==> src/rtl/xor_frame_accumulator.sv <==
// xor_frame_accumulator
//   Streams WIDTH-bit beats over a valid/ready handshake and folds every beat
//   of a frame (terminated by in_last) into a bitwise XOR. For each frame it
//   produces the XOR, a parity bit of that XOR, and a saturating beat count,
//   all on a registered valid/ready output.
//
// Ports
//   clk, rst_n        clock (rising edge), asynchronous active-low reset
//   in_valid/in_ready input handshake; in_ready drops only while a result is
//                     held because the sink is stalled
//   in_data, in_last  beat payload and end-of-frame marker
//   out_valid/ready   result handshake
//   out_xor           XOR of all beats in the frame
//   out_parity        XOR-reduce of out_xor, inverted when ODD != 0
//   out_beats         beats in the frame, saturating at 2^CNT_W-1
module xor_frame_accumulator #(
  parameter int unsigned WIDTH = 8,
  parameter int unsigned ODD   = 0,
  parameter int unsigned CNT_W = 8
) (
  input  logic             clk,
  input  logic             rst_n,
  input  logic             in_valid,
  output logic             in_ready,
  input  logic [WIDTH-1:0] in_data,
  input  logic             in_last,
  output logic             out_valid,
  input  logic             out_ready,
  output logic [WIDTH-1:0] out_xor,
  output logic             out_parity,
  output logic [CNT_W-1:0] out_beats
);

  localparam logic             ODD_BIT = (ODD != 0);
  localparam logic [CNT_W-1:0] CNT_MAX = {CNT_W{1'b1}};
  localparam logic [CNT_W-1:0] CNT_ONE = CNT_W'(1);

  typedef enum logic {
    IDLE,
    ACC
  } state_e;

  state_e           state_q,      state_d;
  logic [WIDTH-1:0] acc_q,        acc_d;
  logic [CNT_W-1:0] cnt_q,        cnt_d;
  logic             out_valid_q,  out_valid_d;
  logic [WIDTH-1:0] out_xor_q,    out_xor_d;
  logic             out_parity_q, out_parity_d;
  logic [CNT_W-1:0] out_beats_q,  out_beats_d;

  logic             accept;
  logic [WIDTH-1:0] beat_xor;
  logic [CNT_W-1:0] beat_cnt;

  // Accept unless a result is stuck waiting for the sink; a result being
  // drained this cycle frees the output slot for a new final beat.
  assign in_ready = !(out_valid_q && !out_ready);
  assign accept   = in_valid && in_ready;

  // Frame totals including the beat on the input. A beat seen in IDLE starts
  // a fresh frame, so the accumulator and counter are not consulted there.
  always_comb begin
    if (state_q == IDLE) begin
      beat_xor = in_data;
      beat_cnt = CNT_ONE;
    end else begin
      beat_xor = acc_q ^ in_data;
      beat_cnt = (cnt_q == CNT_MAX) ? CNT_MAX : cnt_q + CNT_ONE;
    end
  end

  // NOTE: every signal this block writes gets its hold value first, so no
  // path leaves a variable unassigned and no latch is inferred.
  always_comb begin
    state_d      = state_q;
    acc_d        = acc_q;
    cnt_d        = cnt_q;
    out_valid_d  = out_valid_q && !out_ready;
    out_xor_d    = out_xor_q;
    out_parity_d = out_parity_q;
    out_beats_d  = out_beats_q;

    if (accept) begin
      if (in_last) begin
        out_valid_d  = 1'b1;
        out_xor_d    = beat_xor;
        out_parity_d = (^beat_xor) ^ ODD_BIT;
        out_beats_d  = beat_cnt;
        acc_d        = '0;
        cnt_d        = '0;
        state_d      = IDLE;
      end else begin
        acc_d   = beat_xor;
        cnt_d   = beat_cnt;
        state_d = ACC;
      end
    end
  end

  // NOTE: state registers use non-blocking assignments so every flop samples
  // the pre-edge values, independent of statement order.
  always_ff @(posedge clk or negedge rst_n) begin
    if (!rst_n) begin
      state_q      <= IDLE;
      acc_q        <= '0;
      cnt_q        <= '0;
      out_valid_q  <= 1'b0;
      out_xor_q    <= '0;
      out_parity_q <= ODD_BIT;
      out_beats_q  <= '0;
    end else begin
      state_q      <= state_d;
      acc_q        <= acc_d;
      cnt_q        <= cnt_d;
      out_valid_q  <= out_valid_d;
      out_xor_q    <= out_xor_d;
      out_parity_q <= out_parity_d;
      out_beats_q  <= out_beats_d;
    end
  end

  assign out_valid  = out_valid_q;
  assign out_xor    = out_xor_q;
  assign out_parity = out_parity_q;
  assign out_beats  = out_beats_q;

endmodule

==> config.mk <==
export PLATFORM = sky130hd
export DESIGN_NAME = xor_frame_accumulator
export DESIGN_NICKNAME = d
export VERILOG_FILES = /design/src/rtl/xor_frame_accumulator.sv
export SDC_FILE = /design/constraint.sdc
export NUM_CORES = 1
export LEC_CHECK = 0
export BUFFER_PORTS_ARGS = -buffer_cell sky130_fd_sc_hd__buf_4
export CAP_MARGIN = 0
export CORE_AREA = 2 2 64 66
export CTS_CLUSTER_DIAMETER = 120
export CTS_CLUSTER_SIZE = 40
export DETAILED_ROUTE_END_ITERATION = 8
export DIE_AREA = 0 0 66 68
export GPL_ROUTABILITY_DRIVEN = 0
export GPL_TIMING_DRIVEN = 1
export HOLD_SLACK_MARGIN = 0.06
export PLACE_DENSITY_LB_ADDON = 0.12
export REMOVE_ABC_BUFFERS = 1
export SKIP_CTS_REPAIR_TIMING = 1
export SYNTH_ARGS = -nofsm -noshare
export SYNTH_HDL_FRONTEND = slang
export SYNTH_SLANG_ARGS = --single-unit
==> constraint.sdc <==
create_clock -name clk -period 1.35 [get_ports clk]
set_input_delay 0.27 -clock clk [delete_from_list [all_inputs] [get_ports clk]]
set_output_delay 0.27 -clock clk [all_outputs]
set_load 0.01 [all_outputs]
==> metrics.yaml, run 1 <==
synth-simple-area-share_pct: 16.4
cts_tree: "built"
pin_count: 32
io_buffers: 31
grt_max_degree: 36
dr.pass1.iters: 4
yosysWarnings: 0
synth_compound_area_share_pct: 15.4
grt-ovfl-total: 0
synth_ff_type: "dfrtp_1"
routed_via_density: 4.96
reg2reg_to: "cnt_q[0]"
hold_start: "in_last"
crit_family: "simple AND/OR/NAND/NOR gates"
cp.required_ns: 1.54
yosysUniqueCellTypes: 25
finalPower_mw: 3.16
layout-drive-gt1-share_pct: 32.7
grt_pass1_wl_um: 6480
hold_end: "acc_q[3]"
initial_utilization_pct: 48.0
period_needed_ns: 1.46
syn2layout_area_growth_pct: 37.5
core_um2: 3860
die_h_um: 68
h-tree-depth: 2
synth_top_area_share_pct: 47.3
synthArstFlopShare_pct: 100
cts.sinks: 35
reg2reg_from: "cnt_q[0]"
fin_nets: 282
violations: "negative setup slack"
fmax_mhz: 687
synthAdderAreaFrac_pct: 0.676
start_kind: "flop"
post-synth-top-count-cell: "nand2_1"
grt_pass1_vias: 1430
syn_inst: 209
synth-xor-area-share_pct: 12.7
holdCritPathClass: "in -> reg"
power.leakage_nw: 1.21
synth-edff-count: 0
cts.clk_slew.worst_paths_ns: 0.07
netlist_area_um2: 1850
fin_skew_ns: 0.00506
ir_drop_mv: 0.637
fin_crit_sh_pct: 108
drv_slew: 0
die-area_um2: 4490
reg2reg_slack_ns: -0.11
status: "finished, violations left"
drc: 0
holdPathStages: 2
yosysTopAreaCell: "dfrtp_1"
path_cells: "ha_2, and3_4, nand2_4, nor2_4, nor2_2, o31ai_1"
setup_viol_count_final: 14
drt-total-wl_um: 4090
setup_tns_ns: -0.589
clk_path_buf_depth: 2
drt_iter0_drc: 58
cts_buffers: 5
max_stage_delay_ns: 0.40
die_x_um: 66
clk_latency_ns: 0.28
power_density_nw_per_um2: 1240
setup_slack_ns: -0.107
ant_nets: 0
wl_per_cell_um: 12.8
antenna_found_initial: 0
reg2reg_depth: 6
ys_seq_elements: 35
setup.worst_path.end_class: "flop"
crit_type: "reg -> reg"
num_vias: 1581
syn-mean-instance-area_um2: 8.85
grt_usage_pct: 19.1
ys_seq_area_share_pct: 47.3
slew_headroom_pct: 69.3
hold_violations: 0
rsz0062_at_grt: "true"
rows: 23
slowest_stage: "dfrtp_1"
worst-path-buf-inv: 0
maxCapViolCount: 0
path_max_fanout: 8
diodes: 0
hpwl_um: 2730
clock-root-buffer: "clkbuf_8"
synthMuxAreaShare_pct: 4.33
synth_top_family_by_area: "simple AND/OR/NAND/NOR gates"
synthTopCellsByArea: "dfrtp_1 47%, nand2_1 9.1%, o21ai_0 8.7%"
ys_top_cells_by_count: "45 x nand2_1, 35 x dfrtp_1, 32 x o21ai_0, 16 x a21oi_1, 13 x xnor2_1"
worst_pin_slew_ns: 0.461
arrival_ns: 1.65
area by class of cell:
type | instances | area (um^2)
Fill cell | 338 | 1310
Clock buffer | 8 | 100
Inverter | 2 | 7.51
Timing Repair Buffer | 63 | 505
Sequential cell | 35 | 877
Tap cell | 50 | 62.6
Multi-Input combinational cell | 161 | 991
worst reg2reg max path: cells and delay by family (launching register included):
| family | cells | cell delay (ns) |
|---|---|---|
| and+or+nand+nor | 4 | 0.58 |
| DFF | 1 | 0.40 |
| adders and majority gates | 1 | 0.20 |
| AOI/OAI and AO/OA | 1 | 0.19 |
per-layer routing:
layer | GRT usage [%] | share of wire, % | wire length, um | up-vias
li1 | - | - | - | 827
met1 | 24.0 | 44 | 1800 | 719
met4 | 6.12 | 1.2 | 51 | 0
met2 | 32.4 | 50 | 2060 | 29
met3 | 4.93 | 4.4 | 179 | 6
met5 | 0 | 0 | 0 | -
logic make-up after synthesis:
group           after synthesis
buf+inv                      13
simple gates                 72
compound gates               54
xor+xnor                     26
flops                        35
mux                           8
fa+ha+maj                     1
cells in the final DEF (no fill, tap or decap), types with 2 or more instances in the layout:
master    count
o21ai_1      16
nand2_1      43
xnor2_2       4
nor2_2        2
buf_12        2
inv_1         2
nand2b_1      3
buf_6         2
nand3_1       5
buf_4        57
clkbuf_8      7
nand2_4       2
o21ai_0      15
a21oi_2       2
a31oi_1       2
and3_1        2
and3_4        2
a21oi_1      14
xnor2_1      10
xor2_1       12
mux2i_1       8
dfrtp_1      34
o22ai_1       2
nor2_1        9
per-stage QoR:
stage	utilization, %	std cells	cell area, um^2	hold WS [ns]	worst slack, ns
floorplan	-	198	1800	-0.0256	-0.441
global placement	59.9	304	2310	0.254	-0.129
detailed placement	59.9	304	2310	0.256	-0.144
CTS	62.5	312	2410	-0.0552	-0.197
global route	66.0	319	2540	0.301	-0.202
finish	66.0	319	2540	0.289	-0.107
registers in the layout (all words and copies together) (netlist names):
| signal | flops |
|---|---|
| out_beats | 8 |
| cnt_q | 8 |
| out_valid | 1 |
| out_parity | 1 |
| acc_q | 8 |
| out_xor | 8 |
| state_q | 1 |
worst max path at each step:
stage / startpoint / endpoint / depth (start not counted)
2_1_floorplan: out_valid / out_parity / 4
3_3_place_gp: cnt_q[0] / out_beats[3] / 6
3_5_place_dp: cnt_q[0] / out_beats[2] / 6
4_1_cts: cnt_q[0] / out_beats[3] / 6
5_1_grt: cnt_q[0] / out_beats[2] / 6
6_report: cnt_q[0] / cnt_q[0] / 6
where the power goes:
part           internal (mW)  switching [mW]  leakage (nW)
logic                  0.555           0.477         0.700
registers               1.19           0.103         0.456
clock network          0.466           0.363        0.0515
total                   2.21           0.943          1.21
Note: power is estimated with default switching activity, not from simulation.
==> run 2: changes to the inputs <==
PLACE_DENSITY = 0.83   (was default)
PLACE_DENSITY_LB_ADDON = default   (was 0.12)
==> metrics.yaml, run 2 (synthesized netlist as in run 1, its figures left out) <==
status: "finished, violations left"  # unchanged
violations: "negative setup slack"  # unchanged
seqCellArea_um2: 876  # was 877 um^2
grt_usage_pct: 20.5  # was 19.1%
path_max_fanout: 8  # unchanged
fin_skew_ns: 0.00475  # was 0.00506 ns
p_clk_share_pct: 30.2  # was 26.2%
maxCapViolCount: 0  # unchanged
cts_buffers: 5  # unchanged
fillers: 320  # was 338
grt_max_degree: 36  # unchanged
netSwitchingPower_mw: 0.961  # was 0.943 mW
drc: 0  # unchanged
critPathCapture: "cnt_q[3]"  # was cnt_q[0]
reg2reg_slack_ns: -0.09  # was -0.11 ns
fmax_mhz: 692  # was 687 MHz
layout_common_cells: "57 x buf_4, 44 x nand2_1, 35 x dfrtp_1, 21 x o21ai_0, 15 x a21oi_1"  # was 57 x buf_4, 43 x nand2_1, 34 x dfrtp_1, 16 x o21ai_1, 15 x o21ai_0
wl_per_cell_um: 13.1  # was 12.8 um
die-area_um2: 4490  # unchanged
dr.pass1.iters: 4  # unchanged
worst_pin_slew_ns: 0.450  # was 0.461 ns
fin_nets: 279  # was 282
cts.clk_slew.worst_paths_ns: 0.07  # about the same
holdPathStages: 2  # unchanged
core_um2: 3860  # unchanged
hold_violations: 0  # unchanged
start_kind: "flop"  # unchanged
antenna_found_initial: 0  # unchanged
grt-busiest-layer: "met2"  # unchanged
num_vias: 1619  # was 1581
slew_headroom_pct: 70.0  # was 69.3%
final_core_util_pct: 65.0  # was 66.0%
fin_crit_sh_pct: 107  # was 108%
initial_utilization_pct: 48.0  # unchanged
grt-ovfl-total: 0  # unchanged
hpwl_um: 2670  # was 2730 um
switching_share_pct: 29.5  # was 29.9%
drv_slew: 0  # unchanged
grtUsageMet2_pct: 34.1  # was 32.4%
setup_slack_ns: -0.0941  # was -0.107 ns
routed_via_density: 5.12  # was 4.96
clk_latency_ns: 0.29  # was 0.28 ns
cts.sinks: 35  # unchanged
rows: 23  # unchanged
reg2reg_from: "cnt_q[0]"  # unchanged
power_density_nw_per_um2: 1300  # was 1240 nW/um^2
h-tree-depth: 2  # unchanged
final_common_cell: "buf_4"  # unchanged
holdCritPathClass: "in -> reg"  # unchanged
period_needed_ns: 1.44  # was 1.46 ns
clk_path_buf_depth: 2  # unchanged
reg2reg_depth: 6  # unchanged
layout-drive-gt1-share_pct: 29.7  # was 32.7%
cts_tree: "built"  # unchanged
gr-usage-met3_pct: 5.10  # was 4.93%
pin_count: 32  # unchanged
fin_hold_ws_ns: 0.274  # was 0.289 ns
die_x_um: 66  # unchanged
finalPower_mw: 3.26  # was 3.16 mW
rsz0062_at_grt: "true"  # unchanged
drt_iter0_drc: 56  # was 58
reg2reg_to: "cnt_q[3]"  # was cnt_q[0]
io_buffers: 31  # unchanged
power_frac_comb_pct: 29.8  # was 32.7%
grt_pass1_vias: 1599  # was 1430
setup.worst_path.end_class: "flop"  # unchanged
grt_pass1_wl_um: 6970  # was 6480 um
clock-root-buffer: "clkbuf_8"  # unchanged
drt-total-wl_um: 4140  # was 4090 um
multi_input_area_um2: 963  # was 991 um^2
crit_path_start: "cnt_q[0]"  # unchanged
die_h_um: 68  # unchanged
cp.required_ns: 1.57  # was 1.54 ns
power_frac_seq_pct: 39.9  # was 41.1%
arrival_ns: 1.66  # was 1.65 ns
intPower_mw: 2.30  # was 2.21 mW
setup_viol_count_final: 12  # was 14
crit_type: "reg -> reg"  # unchanged
diodes: 0  # unchanged
ant_nets: 0  # unchanged
syn2layout_area_growth_pct: 35.4  # was 37.5%
ir_drop_mv: 1.12  # was 0.637 mV
use_met1_pct: 25.8  # was 24.0%
power.leakage_nw: 1.19  # was 1.21 nW
## run 2: area by class of cell
| cell class | count | share of cell area [%] |
|---|---|---|
| Clock buffer | 6 | 3.30 |
| Multi-Input combinational cell | 161 | 38.5 |
| Clock inverter | 2 | 1.40 |
| Tap cell | 50 | 2.50 |
| Sequential cell | 35 | 35.0 |
| Timing Repair Buffer | 60 | 19.1 |
| Inverter | 2 | 0.300 |
## run 2: worst min path at each step
stage / startpoint / to / slack (ns)
after detailed placement: rst_n / out_xor[0] / 0.25
final: in_last / acc_q[3] / 0.27
after global placement: rst_n / out_xor[0] / 0.25
after floorplan: rst_n / acc_q[0] / -0.03
after CTS: rst_n / out_xor[6] / -0.06
after global routing: in_last / cnt_q[0] / 0.27
## run 2: layer usage
layer,wire length [um],vias up
li1,-,810
met1,1900,770
met2,2010,33
met3,165,6
met4,61,0
met5,0,-
## run 2: through the flow
stage	instances	cell area, um^2	TNS [ns]	setup WS (ns)
after global routing	316	2500	-2.08	-0.212
after detailed placement	303	2300	-1.42	-0.169
final	316	2500	-0.537	-0.0941
after global placement	303	2300	-0.546	-0.0819
after floorplan	198	1800	-7.25	-0.441
after CTS	311	2420	-1.64	-0.181
## run 2: power by group through the flow
| stage | registers (mW) | logic [mW] | clock network, mW |
|---|---|---|---|
| finish | 1.30 | 0.971 | 0.985 |
| global route | 1.32 | 1.08 | 1.05 |
| CTS | 1.30 | 0.931 | 1.01 |
| detailed placement | 1.32 | 0.922 | 0 |
| global placement | 1.31 | 0.895 | 0 |
| floorplan | 1.37 | 0.474 | 0 |
## run 2: critical path: stages, from the launching register on
cell and delay (ns):
dfrtp_1 0.38, ha_2 0.19, and3_4 0.23, nand2_4 0.05, nor2_4 0.24, o21ai_1 0.13
a21oi_1 0.15
==> run 3: changes to the inputs <==
MAX_ROUTING_LAYER = met4   (was default)
clock period = 1.26 ns   (was 1.35 ns; I/O delays follow)
==> metrics.yaml, run 3 (synthesized netlist as in run 1, its figures left out) <==
grt_usage_pct: 22.7  # was 20.5%
syn2layout_area_growth_pct: 49.5  # was 35.4%
setup_slack_ns: -0.189  # was -0.0941 ns
diodes: 0  # unchanged
core_um2: 3860  # unchanged
path_max_fanout: 8  # unchanged
initial_utilization_pct: 48.0  # unchanged
fin_skew_ns: 0.0125  # was 0.00475 ns
ir_drop_mv: 1.06  # was 1.12 mV
grt-ovfl-total: 0  # unchanged
ant_nets: 0  # unchanged
setup.worst_path.end_class: "flop"  # unchanged
power.leakage_nw: 1.34  # was 1.19 nW
io_buffers: 31  # unchanged
dpl_worst_slack_ns: -0.234  # was -0.169 ns
cp.required_ns: 1.47  # was 1.57 ns
holdCritPathClass: "in -> reg"  # unchanged
fin_nets: 299  # was 279
fmax_mhz: 690  # was 692 MHz
crit_type: "reg -> reg"  # unchanged
pin_count: 32  # unchanged
period_needed_ns: 1.45  # was 1.44 ns
grt_pass1_vias: 1625  # was 1599
slew_headroom_pct: 70.0  # about the same
final_area_um2: 2770  # was 2500 um^2
violations: "negative setup slack"  # unchanged
grt_pass1_wl_um: 7320  # was 6970 um
drv_slew: 0  # unchanged
worst_pin_slew_ns: 0.450  # about the same
hpwl_um: 3080  # was 2670 um
hold_violations: 0  # unchanged
die_x_um: 66  # unchanged
num_vias: 1821  # was 1619
drt-total-wl_um: 5380  # was 4140 um
clock-root-buffer: "clkbuf_8"  # unchanged
rows: 23  # unchanged
fin_crit_sh_pct: 115  # was 107%
layout-drive-gt1-share_pct: 38.8  # was 29.7%
grt_max_degree: 36  # unchanged
cts_buffers: 5  # unchanged
placed_cell_area_um2: 2400  # was 2300 um^2
final_common_cell: "buf_4"  # unchanged
drt_iter0_drc: 153  # was 56
antenna_found_initial: 0  # unchanged
drc: 0  # unchanged
die-area_um2: 4490  # unchanged
clk_path_buf_depth: 2  # unchanged
rsz0062_at_grt: "true"  # unchanged
maxCapViolCount: 0  # unchanged
h-tree-depth: 2  # unchanged
layout_common_cells: "69 x buf_4, 37 x nand2_1, 35 x dfrtp_1, 24 x o21ai_1, 14 x a21oi_1"  # was 57 x buf_4, 44 x nand2_1, 35 x dfrtp_1, 21 x o21ai_0, 15 x a21oi_1
start_kind: "flop"  # unchanged
status: "finished, violations left"  # unchanged
arrival_ns: 1.66  # about the same
power_density_nw_per_um2: 1280  # was 1300 nW/um^2
die_h_um: 68  # unchanged
dr.pass1.iters: 4  # unchanged
clk_latency_ns: 0.30  # was 0.29 ns
cts_tree: "built"  # unchanged
cts.clk_slew.worst_paths_ns: 0.08  # was 0.07 ns
cts.sinks: 35  # unchanged
setup_viol_count_final: 21  # was 12
finalPower_mw: 3.54  # was 3.26 mW
wl_per_cell_um: 16.0  # was 13.1 um
routed_via_density: 5.42  # was 5.12
[run 3: area by class of cell]
class,count,area (um^2)
Fill cell,262,1090
Multi-Input combinational cell,161,1020
Sequential cell,35,876
Timing Repair Buffer,80,717
Clock buffer,5,68.8
Tap cell,50,62.6
Clock inverter,3,15.0
Inverter,2,7.51
[run 3: layer usage]
metal | vias to the layer above | track usage [%] | routed length, um
li1 | 851 | - | -
met1 | 878 | 26.2 | 2160
met2 | 70 | 38.4 | 2740
met3 | 22 | 5.26 | 307
met4 | 0 | 9.44 | 179
met5 | - | - | 0
[run 3: worst max-delay path, cell delays in order, from the launching register on]
cell	delay (ns)
dfrtp_1	0.39
ha_2	0.19
and3_4	0.23
nand2_4	0.06
nor2_4	0.22
o21ai_1	0.12
a21oi_1	0.16
[run 3: where the power goes]
part | leakage [nW] | internal (mW) | switching [mW] | total [mW]
Sequential | 0.457 | 1.28 | 0.123 | 1.40
Combinational | 0.832 | 0.698 | 0.623 | 1.32
Clock | 0.0477 | 0.379 | 0.442 | 0.821
[run 3: path summary, 6_finish.rpt]
path	slack (ns)	to	cells after the start	from
worst max-delay path	-0.19	cnt_q[5]	6	cnt_q[1]
worst min-delay path	0.22	cnt_q[0]	2	in_last
worst max register to register	-0.19	cnt_q[5]	6	cnt_q[1]
max in group asynchronous	0.50	cnt_q[3]	2	rst_n
worst min register to register	0.48	out_beats[6]	2	out_beats[6]
min in group asynchronous	0.43	cnt_q[4]	2	rst_n
[run 3: per-stage QoR]
step           setup TNS (ns)  instances  utilization (%)  hold slack (ns)
5_1_grt                 -4.34        336             71.7            0.217
4_1_cts                 -3.50        324             64.4          -0.0827
3_5_place_dp            -2.92        316             62.2            0.236
6_report                -2.31        336             71.7            0.223
3_3_place_gp            -1.90        316             62.2            0.229
2_1_floorplan           -9.96        198                -          -0.0436
